## config.mk

```make
export PLATFORM = sky130hd
export DESIGN_NAME = ps2_keycode_rx
export DESIGN_NICKNAME = d
export VERILOG_FILES = /design/src/rtl/ps2_pkg.sv /design/src/rtl/ps2_line_filter.sv /design/src/rtl/ps2_keycode_rx.sv
export SDC_FILE = /design/constraint.sdc
export NUM_CORES = 1
export LEC_CHECK = 0
export ABC_AREA = 0
export BUFFER_PORTS_ARGS = -buffer_cell sky130_fd_sc_hd__buf_2
export CAP_MARGIN = 20
export CORE_MARGIN = 3
export CORE_UTILIZATION = 60
export DETAILED_ROUTE_END_ITERATION = 10
export PLACE_DENSITY_LB_ADDON = 0.2
export SKIP_LAST_GASP = 1
export SYNTH_ARGS = -nofsm -noshare
export SYNTH_HDL_FRONTEND = slang
export SYNTH_HIERARCHICAL = 1
export SYNTH_SLANG_ARGS = --single-unit
export TNS_END_PERCENT = 20
```

## constraint.sdc

```tcl
create_clock -name Clk -period 1.76 [get_ports Clk]
set_input_delay 0.352 -clock Clk [delete_from_list [all_inputs] [get_ports Clk]]
set_output_delay 0.352 -clock Clk [all_outputs]
set_load 0.02 [all_outputs]
```

## src/rtl/ps2_pkg.sv

```systemverilog
// Shared types and constants for the PS/2 keycode receiver.
package ps2_pkg;

    typedef enum logic [1:0] {
        IDLE   = 2'd0,
        DATA   = 2'd1,
        PARITY = 2'd2,
        STOP   = 2'd3
    } ps2_state_t;

    localparam logic [7:0] PS2_PREFIX_EXT = 8'hE0;
    localparam logic [7:0] PS2_PREFIX_BRK = 8'hF0;
    localparam logic [7:0] KEY_NONE       = 8'h00;

endpackage

```

## src/rtl/ps2_line_filter.sv

```systemverilog
// Synchronizer plus glitch filter for an asynchronous PS/2 line; emits a pulse on each filtered fall.
module ps2_line_filter #(
    parameter int unsigned SYNC_STAGES = 2,
    parameter int unsigned FILTER_LEN  = 4
) (
    input  logic Clk,
    input  logic Reset_n,
    input  logic raw,
    output logic fall
);

    localparam int unsigned CNT_W = (FILTER_LEN > 1) ? $clog2(FILTER_LEN) : 1;

    logic [SYNC_STAGES-1:0] sync_q;
    logic                   filt_q;
    logic [CNT_W-1:0]       cnt_q;
    logic                   synced_c;
    logic                   settle_c;

    assign synced_c = sync_q[SYNC_STAGES-1];
    // The FILTER_LEN-th consecutive differing sample commits the new level.
    assign settle_c = (synced_c != filt_q) && (cnt_q == CNT_W'(FILTER_LEN - 1));

    // Metastability chain; idles high like the PS/2 bus.
    always_ff @(posedge Clk or negedge Reset_n) begin
        if (!Reset_n) begin
            sync_q <= '1;
        end else begin
            sync_q <= {sync_q[SYNC_STAGES-2:0], raw};
        end
    end

    // Count consecutive samples that disagree with the filtered level.
    always_ff @(posedge Clk or negedge Reset_n) begin
        if (!Reset_n) begin
            filt_q <= 1'b1;
            cnt_q  <= '0;
        end else if (synced_c == filt_q) begin
            cnt_q  <= '0;
        end else if (settle_c) begin
            filt_q <= synced_c;
            cnt_q  <= '0;
        end else begin
            cnt_q  <= cnt_q + CNT_W'(1);
        end
    end

    // One-cycle pulse when the filtered level goes from 1 to 0.
    always_ff @(posedge Clk or negedge Reset_n) begin
        if (!Reset_n) begin
            fall <= 1'b0;
        end else begin
            fall <= settle_c && filt_q;
        end
    end

endmodule

```

## src/rtl/ps2_keycode_rx.sv

```systemverilog
// PS/2 keyboard receiver: frames bytes, decodes E0/F0 prefixes and holds the current make code.
module ps2_keycode_rx
    import ps2_pkg::*;
#(
    parameter int unsigned SYNC_STAGES    = 2,
    parameter int unsigned FILTER_LEN     = 4,
    parameter int unsigned TIMEOUT_CYCLES = 50000
) (
    input  logic       Clk,
    input  logic       Reset_n,
    input  logic       PS2_CLK,
    input  logic       PS2_DAT,
    output logic [7:0] keycode,
    output logic       extended,
    output logic       key_event,
    output logic       frame_err
);

    localparam int unsigned TO_W = $clog2(TIMEOUT_CYCLES + 1);

    ps2_state_t             state_q, state_d;
    logic [2:0]             bit_cnt_q, bit_cnt_d;
    logic [7:0]             shift_q, shift_d;
    logic                   par_acc_q, par_acc_d;
    logic [TO_W-1:0]        to_cnt_q, to_cnt_d;
    logic                   ext_pend_q, ext_pend_d;
    logic                   brk_pend_q, brk_pend_d;
    logic [7:0]             keycode_d;
    logic                   extended_d;
    logic                   key_event_d;
    logic                   frame_err_d;
    logic [SYNC_STAGES-1:0] dat_sync_q;
    logic                   dat_s;
    logic                   clk_fall;

    ps2_line_filter #(
        .SYNC_STAGES (SYNC_STAGES),
        .FILTER_LEN  (FILTER_LEN)
    ) u_clk_filter (
        .Clk     (Clk),
        .Reset_n (Reset_n),
        .raw     (PS2_CLK),
        .fall    (clk_fall)
    );

    // Data line only needs synchronizing; it is sampled well after it settles.
    always_ff @(posedge Clk or negedge Reset_n) begin
        if (!Reset_n) begin
            dat_sync_q <= '1;
        end else begin
            dat_sync_q <= {dat_sync_q[SYNC_STAGES-2:0], PS2_DAT};
        end
    end

    assign dat_s = dat_sync_q[SYNC_STAGES-1];

    // Frame state register.
    always_ff @(posedge Clk or negedge Reset_n) begin
        if (!Reset_n) begin
            state_q <= IDLE;
        end else begin
            state_q <= state_d;
        end
    end

    // Next-state, datapath and output decode; advances on clock falls or on timeout.
    always_comb begin
        state_d     = state_q;
        bit_cnt_d   = bit_cnt_q;
        shift_d     = shift_q;
        par_acc_d   = par_acc_q;
        to_cnt_d    = to_cnt_q;
        ext_pend_d  = ext_pend_q;
        brk_pend_d  = brk_pend_q;
        keycode_d   = keycode;
        extended_d  = extended;
        key_event_d = 1'b0;
        frame_err_d = 1'b0;

        if (clk_fall) begin
            to_cnt_d = '0;
            case (state_q)
                IDLE: begin
                    if (!dat_s) begin
                        state_d   = DATA;
                        bit_cnt_d = '0;
                        par_acc_d = 1'b0;
                    end
                end
                DATA: begin
                    shift_d   = {dat_s, shift_q[7:1]};
                    par_acc_d = par_acc_q ^ dat_s;
                    bit_cnt_d = bit_cnt_q + 3'd1;
                    if (bit_cnt_q == 3'd7) begin
                        state_d = PARITY;
                    end
                end
                PARITY: begin
                    par_acc_d = par_acc_q ^ dat_s;
                    state_d   = STOP;
                end
                STOP: begin
                    state_d = IDLE;
                    if (dat_s && par_acc_q) begin
                        if (shift_q == PS2_PREFIX_EXT) begin
                            ext_pend_d = 1'b1;
                        end else if (shift_q == PS2_PREFIX_BRK) begin
                            brk_pend_d = 1'b1;
                        end else begin
                            if (!brk_pend_q) begin
                                keycode_d   = shift_q;
                                extended_d  = ext_pend_q;
                                key_event_d = 1'b1;
                            end else if ((shift_q == keycode) && (ext_pend_q == extended)) begin
                                keycode_d   = KEY_NONE;
                                extended_d  = 1'b0;
                                key_event_d = 1'b1;
                            end
                            ext_pend_d = 1'b0;
                            brk_pend_d = 1'b0;
                        end
                    end else begin
                        frame_err_d = 1'b1;
                        ext_pend_d  = 1'b0;
                        brk_pend_d  = 1'b0;
                    end
                end
                default: state_d = IDLE;
            endcase
        end else if (state_q != IDLE) begin
            if (to_cnt_q == TO_W'(TIMEOUT_CYCLES - 1)) begin
                state_d     = IDLE;
                to_cnt_d    = '0;
                frame_err_d = 1'b1;
                ext_pend_d  = 1'b0;
                brk_pend_d  = 1'b0;
            end else begin
                to_cnt_d = to_cnt_q + TO_W'(1);
            end
        end else begin
            to_cnt_d = '0;
        end
    end

    // Datapath, prefix and output registers.
    always_ff @(posedge Clk or negedge Reset_n) begin
        if (!Reset_n) begin
            bit_cnt_q  <= '0;
            shift_q    <= '0;
            par_acc_q  <= 1'b0;
            to_cnt_q   <= '0;
            ext_pend_q <= 1'b0;
            brk_pend_q <= 1'b0;
            keycode    <= KEY_NONE;
            extended   <= 1'b0;
            key_event  <= 1'b0;
            frame_err  <= 1'b0;
        end else begin
            bit_cnt_q  <= bit_cnt_d;
            shift_q    <= shift_d;
            par_acc_q  <= par_acc_d;
            to_cnt_q   <= to_cnt_d;
            ext_pend_q <= ext_pend_d;
            brk_pend_q <= brk_pend_d;
            keycode    <= keycode_d;
            extended   <= extended_d;
            key_event  <= key_event_d;
            frame_err  <= frame_err_d;
        end
    end

endmodule
```

# After elaboration in Yosys (flattened, before gate mapping)
# Index checks and enable logic that the tools add are counted.
# totals
reg_bits	51
output_inout_bits	11
inputBits	4
# op_classes
n_mux	43
n_bitwise	4
reduce_logical	19
eq_ne	19
add_sub_neg	3
# ops
op	n
16-bit two-way mux	3
1-bit two-way mux	27
16-bit by 1-bit adder with 16-bit output (second input constant)	1
16-bit equality test (second input constant)	1
8-bit equality test (second input constant)	2
8-bit two-way mux	2
2-bit two-way mux	7
4-bit AND reduction	3
2-bit nonzero test	5
3-bit inequality test (second input constant)	3
8-bit equality test	1
2-bit case mux with 4 select lines	1
2-bit equality test (second input constant)	3
3-bit case mux with 2 select lines	1
3-bit AND reduction	2
6-bit AND reduction	1
1-bit logical AND	4
2-bit inequality test (second input constant)	2
4-bit inequality test (second input constant)	1
2-bit AND reduction	2
3-bit by 1-bit adder with 3-bit output (second input constant)	1
3-bit equality test (second input constant)	1
3-bit two-way mux	1
1-bit inverter	3
other kinds (9)	10

# Logic depth before layout (Yosys ltp)
# Gate-level depths: netlist (run 1).
# depth
ltp_word	9
mapped_depth	6

# Hierarchy
# The synthesis (run 1) kept the hierarchy.
# modules_own_cells
module	instances	area_each_um2	cells_each
ps2_keycode_rx	1	2218.4	201
ps2_line_filter	1	212.7	12

# Least setup slack after synthesis (run 1)
# Ideal clock, no wire load.
# synth_path
path_type	register to register
start	register state_q[1]
end	register bit_cnt_q[1]
synth_period_minus_slack_ns	1.576
path_stages_with_launch	6
n_path_buf	0
arrival_ns	1.454
slack_ns	0.184
cell_sequence	dfrtp_1 > inv_1 > ha_1 > a21boi_1 > o21ai_0 > a32o_1
# synth_via
elab_chain_len	3
elab_cells_between_ends	6
# synth_rtl
element	line	text
from (decl)	ps2_keycode_rx.sv:21	ps2_state_t state_q, state_d;
from (signal assigned)	ps2_keycode_rx.sv:62	state_q <= state_d;
2-bit by 1-bit equality test with 1-bit output / 2-bit logical NOT (equally long branches)	ps2_keycode_rx.sv:82	case (state_q)
2-bit nonzero test (no source line) / 2-bit inequality test (equally long branches)	n/a	
3-bit AND reduction (no source line)	n/a	
to (signal assigned)	ps2_keycode_rx.sv:159	bit_cnt_q <= bit_cnt_d;
to (decl)	ps2_keycode_rx.sv:22	logic [2:0] bit_cnt_q, bit_cnt_d;
# Several ways; a longest one is shown, not always the timed one.
# A chain may end at the register's enable or synchronous reset.

# Worst setup path in the final report (run 1)
# layout_path
start	register dat_sync_q[1]
end	register keycode[3]
# layout_via
elab_chain_len	2
# layout_rtl
element	line	text
from (decl)	ps2_keycode_rx.sv:32	logic [SYNC_STAGES-1:0] dat_sync_q;
from (signal assigned)	ps2_keycode_rx.sv:51	dat_sync_q <= {dat_sync_q[SYNC_STAGES-2:0], PS2_DAT};
1-bit logical AND	ps2_keycode_rx.sv:104	if (dat_s && par_acc_q) begin
6-bit AND reduction (no source line)	n/a	
to (signal assigned)	ps2_keycode_rx.sv:165	keycode <= keycode_d;
to (decl)	ps2_keycode_rx.sv:13	output logic [7:0] keycode,
# No other way between the ends.

==> flow_metrics.py, run 1 <==
metrics = {
    "global_routing": {
        "met1_usage_pct": 25.69,
        "grt_use_met2_pct": 40.15,
        "grt_pass1_wl_um": 8500,
        "grt_pass1_vias": 1835,
        "met3_usage_pct": 4.638,
        "grt_overflow": 0,
        "antenna_found_initial": 0,
        "grt_max_degree": 33,
        "grtUsageTotal_pct": 21.97,
        "grt_busiest_layer": "met2",
    },
    "setup_path": {
        "cp_top_family": "flip-flops",
        "endpoint_kind": "flip-flop",
        "path_buf_inv": 1,
        "worstPathMaxFanout": 8,
        "required_ns": 1.95,
        "path_cells": "ha_2, and3_4, o21ai_2, nor4bb_2, buf_4, o2bb2ai_1",
        "cp_num_cells": 6,
        "crit_slowest_cell": "dfstp_2",
        "startpoint_type": "flip-flop",
        "reg2regPathDepth": 6,
        "crit_type": "reg -> reg",
        "cpPeakStageDelay_ns": 0.56,
        "arrival_ns": 1.95,
    },
    "sta": {
        "max_slew.worst_pin.slew_ns": 0.4791,
        "fin_skew_ns": 0.005606,
        "fmax_mhz": 565.9,
        "rsz0062_at_grt": "yes",
        "timing.hold.ws_ns": -0.005899,
        "drv_slew": 0,
        "hold_viol_final": 16,
        "setup_viol": 1,
        "min_period_over_period_pct": 100.4,
        "min_period_ns": 1.767,
        "slew_headroom_pct": 68.06,
        "setup_ws_ns": -0.007075,
        "fin_setup_tns_ns": -0.007075,
    },
    "synthesis": {
        "ys_seq_area_share_pct": 52.75,
        "yosysMostFrequentCell": "dfrtp_1",
        "synth_ff_type": "dfrtp_1",
        "yosysTopAreaCellShare_pct": 47.35,
        "synthCells": 213,
        "syn_area_um2": 2431,
        "avgSynthCellArea_um2": 11.41,
        "yosys_warnings": 6,
        "ys_types": 47,
        "synth_nets": 226,
        "synth_edf_count": 0,
        "synth-seq-cells": 51,
        "synthTopCellsByArea": "dfrtp_1 (47%), dfstp_2 (5.4%), ha_1 (4.6%)",
        "yosys.area.top_type": "dfrtp_1",
        "synth_common_cells": "dfrtp_1 (46), nand2_1 (25), nor2_1 (15)",
        "ys_async_sr_fraction_pct": 100.0,
    },
    "finish": {
        "stdcell_count": 298,
        "n_antenna_cell": 0,
        "fin_util_pct": 77.01,
        "final_cell_area_um2": 2904,
        "nets": 262,
        "drive_gt1_share_pct": 32.00,
        "area_growth_syn_to_layout_pct": 19.45,
    },
    "clocking": {
        "hold_buffers": 0,
        "cts.sinks": 51,
        "cts_root_buf": "clkbuf_8",
        "cts_inserted_buffers": 5,
        "clock_latency_ns": 0.30,
        "h-tree-depth": 2,
        "clock_path_buffers": 2,
        "cts_tree": "yes",
        "path_clk_slew_ns": 0.09,
    },
    "placed_design": {
        "place_inst": 287,
        "gp_congestion": 0.8025,
        "numPortBuffers": 14,
        "dpl_worst_slack_ns": -0.04367,
        "dp_hpwl_um": 3630,
        "placed_area_um2": 2688,
    },
    "routing": {
        "finalWirelength_um": 5123,
        "dr.pass1.iters": 5,
        "drcViolationCount": 0,
        "vias": 1802,
        "via_per_inst": 6.047,
        "avgRoutedWirePerCell_um": 17.19,
        "dr.first_iter.drc_count": 159,
        "ant_nets": 0,
    },
    "run": {
        "drv_cap": 0,
    },
    "floorplan": {
        "die_area_um2": 4852,
        "die_x_um": 69.66,
        "num_rows": 22,
        "core_um2": 3771,
        "start_util_pct": 64.47,
        "ios": 15,
        "die_h_um": 69.66,
    },
    "hold_path": {
        "holdCritPathClass": "in -> async",
    },
    "power": {
        "ir_drop_v": 0.0006553,
        "cellPowerDensity_nw_per_um2": 923.1,
        "leakage_uw": 0.001389,
    },
    "status": {
        "violations": "negative hold slack, negative setup slack",
        "outcome": "finished, violations left",
    },
}
-- routing by layer --
layer / wire, um / vias to the layer above
met5: 0 / -
met4: 95 / 0
met3: 212 / 16
met2: 2809 / 61
met1: 2005 / 892
li1: - / 833
-- repair_timing --
| item | 4_1_cts | 5_1_grt |
|---|---|---|
| hold endpoints to repair | 0 | 0 |
| endpoints found under the setup margin | 14 | 17 |
| pin swaps | 1 | 2 |
| gates cloned | 0 | 0 |
| gates resized for setup | 2 | 15 |
| buffers inserted | 1 | 2 |
-- layout by cell type (no fill, tap or decap), drive strengths merged, types with 2 or more instances in the layout --
cell type	count
mux2	10
nand2b	2
xnor2	9
nor3	3
a21oi	6
nor4bb	2
inv	5
dfstp	5
dfrtp	46
clkbuf	6
and3	5
o21ai	8
a32o	3
nor2	15
ha	9
buf	33
o211ai	3
nand2	25
nand4	5
xor2	12
or3	4
a31o	2
nand3	6
o2bb2ai	9
nor4	3
-- worst register-to-register path: stages (launching register included) --
cell and delay [ns]:
dfstp_2 0.56, ha_2 0.18, and3_4 0.21, o21ai_2 0.07, nor4bb_2 0.32, buf_4 0.22
o2bb2ai_1 0.09
-- path summary, 6_finish.rpt --
path | to | startpoint | slack (ns)
max reg2reg | keycode[3] | dat_sync_q[1] | -0.007
min in group Clk | u_clk_filter/sync_q[0] | PS2_CLK | 0.13
max | keycode[3] | dat_sync_q[1] | -0.007
min | keycode[4] | Reset_n | -0.006
min reg2reg | dat_sync_q[1] | dat_sync_q[0] | 0.36
max in group asynchronous | dat_sync_q[0] | Reset_n | 1.17
-- cell type report --
class                   instances  area (um2)
inverters                       5       18.77
repair buffers                 33       237.7
flip-flops and latches         51        1282
well taps                      48       60.06
clock inverters                 2       35.03
fillers                       237       867.1
clock buffers                   6       82.58
multi-input cells             153        1187
-- power by group --
group / switching (uW) / internal (uW)
Combinational: 294 / 218
Clock: 383 / 460
Sequential: 62.4 / 1260
Total: 740 / 1940
-- state kept, by name, indices dropped and copies added (netlist names), 2 cells and up --
signal	flops
to_cnt_q	16
keycode	8
shift_q	8
bit_cnt_q	3
dat_sync_q	2
state_q	2
u_clk_filter/cnt_q	2
u_clk_filter/sync_q	2
-- through the flow --
step	power [uW]	hold slack [ns]
after floorplan	1610	0.05641
after global placement	1770	0.3181
after detailed placement	1825	0.3394
after CTS	2668	0.001714
after global routing	2813	0.02063
final	2681	-0.005899
-- cells by family (layout without fill, tap and decap cells) --
| kind of cell | Yosys count | in the layout | synth area share [%] |
|---|---|---|---|
| buffers and inverters | 9 | 46 | 1.544 |
| XOR/XNOR | 21 | 21 | 7.566 |
| adder cells (fa/ha/maj) | 9 | 9 | 4.632 |
| AND/OR/NAND/NOR | 79 | 79 | 18.68 |
| AO/OA/AOI/OAI | 34 | 34 | 10.19 |
| flip-flops | 51 | 51 | 52.75 |
| multiplexers | 10 | 10 | 4.632 |
No activity file was read; power rests on OpenSTA's default activity.
==> run 2: changes to the inputs <==
==> constraint.sdc (replaced) <==
create_clock -name Clk -period 1.76 [get_ports Clk]
set_input_delay 0.088 -clock Clk [delete_from_list [all_inputs] [get_ports Clk]]
set_output_delay 0.088 -clock Clk [all_outputs]
set_load 0.02 [all_outputs]
==> run 2 against run 1 <==
Net effect:
- the flow finishes with violations (negative setup slack)
- via count is 1.4% lower
- final cell count stayed put
- power is 8.3% lower
- routed wire length is 1.6% lower
- setup slack worse by 0.012 ns
- non-clock buffer count stayed put
- utilization is 1.9 points lower
- combinational power is 5.1% lower
- count of clock-buffer cells in the layout is 1 lower
- critical path type unchanged
- global-route usage is 0.38 points lower
- sequential power hardly changed
- worst hold slack better by 0.25 ns
==> flow_metrics.py, run 2 (synthesized netlist as in run 1, its figures left out) <==
metrics = {
    "global_routing": {
        "grt_overflow": 0,
        "grt_pass1_wl_um": 8342,
        "grt_max_degree": 20,
        "antenna_found_initial": 0,
        "grt_pass1_vias": 1852,
        "grtUsageTotal_pct": 21.59,
    },
    "setup_path": {
        "arrival_ns": 1.98,
        "rrSetupSlack_ns": -0.02,
        "crit_type": "reg -> reg",
        "cp_top_family": "flip-flops",
        "cpPeakStageDelay_ns": 0.54,
        "timing.rr.end": "keycode[4]",
        "worstPathMaxFanout": 4,
        "timing.rr.start": "dat_sync_q[1]",
        "required_ns": 1.96,
        "path_cells": "ha_2, and3_4, o21ai_2, nor4bb_4, clkdlybuf4s15_2, o2bb2ai_1",
        "reg2regPathDepth": 6,
        "startpoint_type": "flip-flop",
        "endpoint_kind": "flip-flop",
        "path_buf_inv": 1,
        "crit_slowest_cell": "dfstp_2",
    },
    "sta": {
        "setup_viol": 4,
        "min_period_over_period_pct": 101.1,
        "setup_ws_ns": -0.01930,
        "rsz0062_at_grt": "yes",
        "fin_setup_tns_ns": -0.06304,
        "slew_headroom_pct": 71.08,
        "fmax_mhz": 562.0,
        "hold_viol_final": 0,
        "min_period_ns": 1.779,
        "drv_slew": 0,
        "fin_skew_ns": 0.007838,
        "max_slew.worst_pin.slew_ns": 0.4326,
    },
    "finish": {
        "largest_reg_flops": 16,
        "nets": 262,
        "area_growth_syn_to_layout_pct": 16.57,
        "top_register": "to_cnt_q",
        "layout_commonest_cell": "dfrtp_1",
        "fin_util_pct": 75.15,
        "stdcell_count": 298,
        "drive_gt1_share_pct": 28.40,
        "final_cell_mix": "dfrtp_1 (46), nand2_1 (25), nor2_1 (14), buf_2 (14), buf_4 (14)",
        "reg_top3": "to_cnt_q (16), keycode (8), shift_q (8)",
        "n_antenna_cell": 0,
    },
    "run": {
        "drv_cap": 0,
    },
    "power": {
        "ir_drop_v": 0.0005790,
        "leakage_uw": 0.001327,
        "totalPowerFinal_uw": 2458,
        "cellPowerDensity_nw_per_um2": 867.3,
    },
    "clocking": {
        "cts.sinks": 51,
        "h-tree-depth": 2,
        "clock_latency_ns": 0.30,
        "cts_root_buf": "clkbuf_8",
        "cts_tree": "yes",
        "path_clk_slew_ns": 0.09,
        "cts_inserted_buffers": 5,
        "clock_path_buffers": 2,
    },
    "placed_design": {
        "numPortBuffers": 14,
        "place_inst": 284,
        "dp_hpwl_um": 3653,
        "gp_congestion": 0.8165,
    },
    "floorplan": {
        "ios": 15,
        "die_x_um": 69.66,
        "die_area_um2": 4852,
        "num_rows": 22,
        "core_um2": 3771,
        "die_h_um": 69.66,
        "start_util_pct": 64.47,
    },
    "routing": {
        "drcViolationCount": 0,
        "avgRoutedWirePerCell_um": 16.92,
        "via_per_inst": 5.963,
        "dr.pass1.iters": 4,
        "ant_nets": 0,
        "dr.first_iter.drc_count": 93,
        "finalWirelength_um": 5042,
        "vias": 1777,
    },
    "hold_path": {
        "holdCritPathClass": "in -> async",
    },
    "status": {
        "violations": "negative setup slack",
        "outcome": "finished, violations left",
    },
}
[run 2: area by class of cell]
cell class / instances / area [um2]
Clock buffer: 5 / 68.82
Clock inverter: 3 / 15.01
Fill cell: 242 / 937.1
Inverter: 5 / 18.77
Multi-Input combinational cell: 153 / 1152
Sequential cell: 51 / 1282
Tap cell: 48 / 60.06
Timing Repair Buffer: 33 / 236.5
[run 2: metrics by stage]
stage	hold WS (ns)	worst slack, ns	instance area (um2)
finish	0.2431	-0.01930	2834
global route	0.2763	-0.09203	2834
CTS	0.2408	-0.001514	2774
global placement	0.02791	0.05391	2653
detailed placement	0.04014	-0.04673	2653
floorplan	-0.2076	0.1843	2431
[run 2: power breakdown]
| group | total (uW) | switching, uW | internal [uW] |
|---|---|---|---|
| logic | 486 | 275 | 211 |
| registers | 1330 | 69.6 | 1260 |
| clock network | 640 | 367 | 273 |
| total | 2460 | 712 | 1750 |
[run 2: worst max-delay path by stage]
stage,endpoint,slack [ns],from,depth (start not counted)
after floorplan,bit_cnt_q[1],0.18,state_q[1],5
after global placement,ext_pend_q,0.05,to_cnt_q[0],5
after detailed placement,ext_pend_q,-0.05,to_cnt_q[0],5
after CTS,keycode[0],-0.002,dat_sync_q[1],5
after global routing,state_q[0],-0.09,state_q[1],6
final,keycode[4],-0.02,dat_sync_q[1],6
[run 2: what timing repair did]
action	4_1_cts	5_1_grt
pin swaps	1	1
hold endpoints to repair	16	0
gates resized for setup	0	9
gates cloned	0	1
setup endpoints to repair	4	18
hold buffers	3	0
buffers inserted	1	1
[run 2: layer usage]
layer	track usage [%]	routed length, um	share of wire, %
met5	0	0	0
met2	39.83	2671	53
met1	24.52	2107	42
met4	7.447	95	1.9
met3	4.638	167	3.3
==> run 3: changes to the inputs <==
--- a/config.mk
+++ b/config.mk
@@ -12,6 +12,7 @@
 export CORE_UTILIZATION = 60
 export DETAILED_ROUTE_END_ITERATION = 10
 export PLACE_DENSITY_LB_ADDON = 0.2
+export REMOVE_ABC_BUFFERS = 1
 export SKIP_LAST_GASP = 1
 export SYNTH_ARGS = -nofsm -noshare
 export SYNTH_HDL_FRONTEND = slang
==> run 3 against run 2 <==
Net effect:
- the run now ends clean
- largest cell class unchanged
- final cell count is 0.67% higher
- clock power is 4.1% higher
- via count is 0.51% higher
- routed wire length is 5.4% lower
- sequential share of layout area is 0.16 points lower
- critical path type unchanged
- maximum frequency is 1.9% higher
- setup slack better by 0.033 ns
- critical path depth stayed put
- sequential power hardly changed
- sequential cell count stayed put
==> flow_metrics.py, run 3 (synthesized netlist as in run 1, its figures left out) <==
metrics = {
    "sta": {
        "fin_skew_ns": 0.008012,
        "hold_viol_final": 0,
        "slew_headroom_pct": 62.17,
        "fin_setup_tns_ns": 0,
        "max_slew.worst_pin.slew_ns": 0.5675,
        "drv_slew": 0,
        "setup_viol": 0,
        "min_period_over_period_pct": 99.22,
        "rsz0062_at_grt": "yes",
        "fmax_mhz": 572.6,
        "min_period_ns": 1.746,
    },
    "global_routing": {
        "grt_max_degree": 26,
        "grt_overflow": 0,
        "grt_busiest_layer": "met2",
        "grt_pass1_vias": 1851,
        "grt_use_met2_pct": 38.24,
        "grtUsageTotal_pct": 21.53,
        "met3_usage_pct": 4.203,
        "antenna_found_initial": 0,
        "met1_usage_pct": 24.33,
        "grt_pass1_wl_um": 8328,
    },
    "routing": {
        "vias": 1786,
        "ant_nets": 0,
        "drcViolationCount": 0,
        "dr.first_iter.drc_count": 120,
        "dr.pass1.iters": 4,
        "finalWirelength_um": 4769,
        "via_per_inst": 5.953,
        "avgRoutedWirePerCell_um": 15.90,
    },
    "setup_path": {
        "crit_type": "reg -> reg",
        "arrival_ns": 1.95,
        "startpoint_type": "flip-flop",
        "required_ns": 1.97,
        "endpoint_kind": "flip-flop",
        "worstPathMaxFanout": 4,
    },
    "finish": {
        "area_growth_syn_to_layout_pct": 16.98,
        "largest_reg_flops": 16,
        "fin_util_pct": 75.41,
        "reg_top3": "to_cnt_q (16), keycode (8), shift_q (8)",
        "nets": 264,
        "final_cell_mix": "dfrtp_1 (46), nand2_1 (24), buf_4 (16)",
        "n_antenna_cell": 0,
        "drive_gt1_share_pct": 29.37,
        "layout_commonest_cell": "dfrtp_1",
        "top_register": "to_cnt_q",
    },
    "clocking": {
        "path_clk_slew_ns": 0.09,
        "cts_root_buf": "clkbuf_8",
        "clock_latency_ns": 0.31,
        "cts.sinks": 51,
        "cts_tree": "yes",
        "clock_path_buffers": 2,
        "cts_inserted_buffers": 5,
        "h-tree-depth": 2,
    },
    "placed_design": {
        "numPortBuffers": 14,
        "dp_hpwl_um": 3481,
        "gp_congestion": 0.8008,
    },
    "floorplan": {
        "die_area_um2": 4852,
        "die_h_um": 69.66,
        "die_x_um": 69.66,
        "num_rows": 22,
        "core_um2": 3771,
        "start_util_pct": 64.47,
        "ios": 15,
    },
    "run": {
        "drv_cap": 0,
    },
    "status": {
        "outcome": "finished, final reports clean",
    },
    "power": {
        "ir_drop_v": 0.0006514,
        "leakage_uw": 0.001334,
        "cellPowerDensity_nw_per_um2": 874.8,
    },
    "hold_path": {
        "holdCritPathClass": "in -> async",
    },
}
==> run 3: repair_timing <==
item,4_1_cts,5_1_grt
pin swaps,1,1
setup buffers,0,2
setup endpoints to repair,9,16
cloned,1,0
gates resized for setup,7,3
hold buffers,3,0
endpoints found under the hold margin,25,0
==> run 3: critical path, stage by stage (launching register included) <==
cell       delay (ns)
dfstp_2          0.57
ha_2             0.21
and3_4           0.20
o21ai_2          0.08
nor4bb_2         0.31
buf_2            0.20
o2bb2ai_1        0.07
==> run 3: final cells by class <==
type / count / area, um2
fillers: 236 / 927.1
multi-input cells: 153 / 1149
clock buffers: 5 / 68.82
flip-flops and latches: 51 / 1282
well taps: 48 / 60.06
repair buffers: 35 / 245.2
inverters: 5 / 18.77
clock inverters: 3 / 20.02
==> run 3: metal layers <==
layer,wire length (um),vias up
met4,128,0
li1,-,842
met5,0,-
met3,189,14
met2,2495,50
met1,1955,880
==> run 3: stage by stage <==
stage / hold slack, ns / worst slack (ns) / cells / cell area, um2 / total power, uW
final: 0.2868 / 0.01366 / 300 / 2844 / 2488
after global routing: 0.3380 / -0.08216 / 300 / 2844 / 2631
after CTS: 0.2951 / 0.009410 / 298 / 2818 / 2495
after detailed placement: 0.1056 / -0.008551 / 286 / 2668 / 1826
after global placement: 0.09212 / 0.04570 / 286 / 2668 / 1789
after floorplan: -0.2076 / -0.2423 / 209 / 2412 / 1597
==> run 3: path summary, 6_finish.rpt <==
path / start / endpoint / slack, ns / cells past startpoint
worst max register to register: dat_sync_q[1] / keycode[6] / 0.01 / 6
max in group asynchronous: Reset_n / u_clk_filter/sync_q[0] / 0.79 / 3
worst min-delay path: Reset_n / keycode[1] / 0.29 / 2
worst min register to register: u_clk_filter/sync_q[0] / u_clk_filter/sync_q[1] / 0.36 / 0
worst max-delay path: dat_sync_q[1] / keycode[6] / 0.01 / 6
min in group Clk: u_clk_filter/sync_q[0] / u_clk_filter/sync_q[1] / 0.36 / 0
==> run 3: report_power, final <==
part | internal [uW] | total (uW) | switching (uW)
clock network | 277 | 666 | 389
logic | 227 | 493 | 266
registers | 1260 | 1330 | 66.4
total | 1770 | 2490 | 721
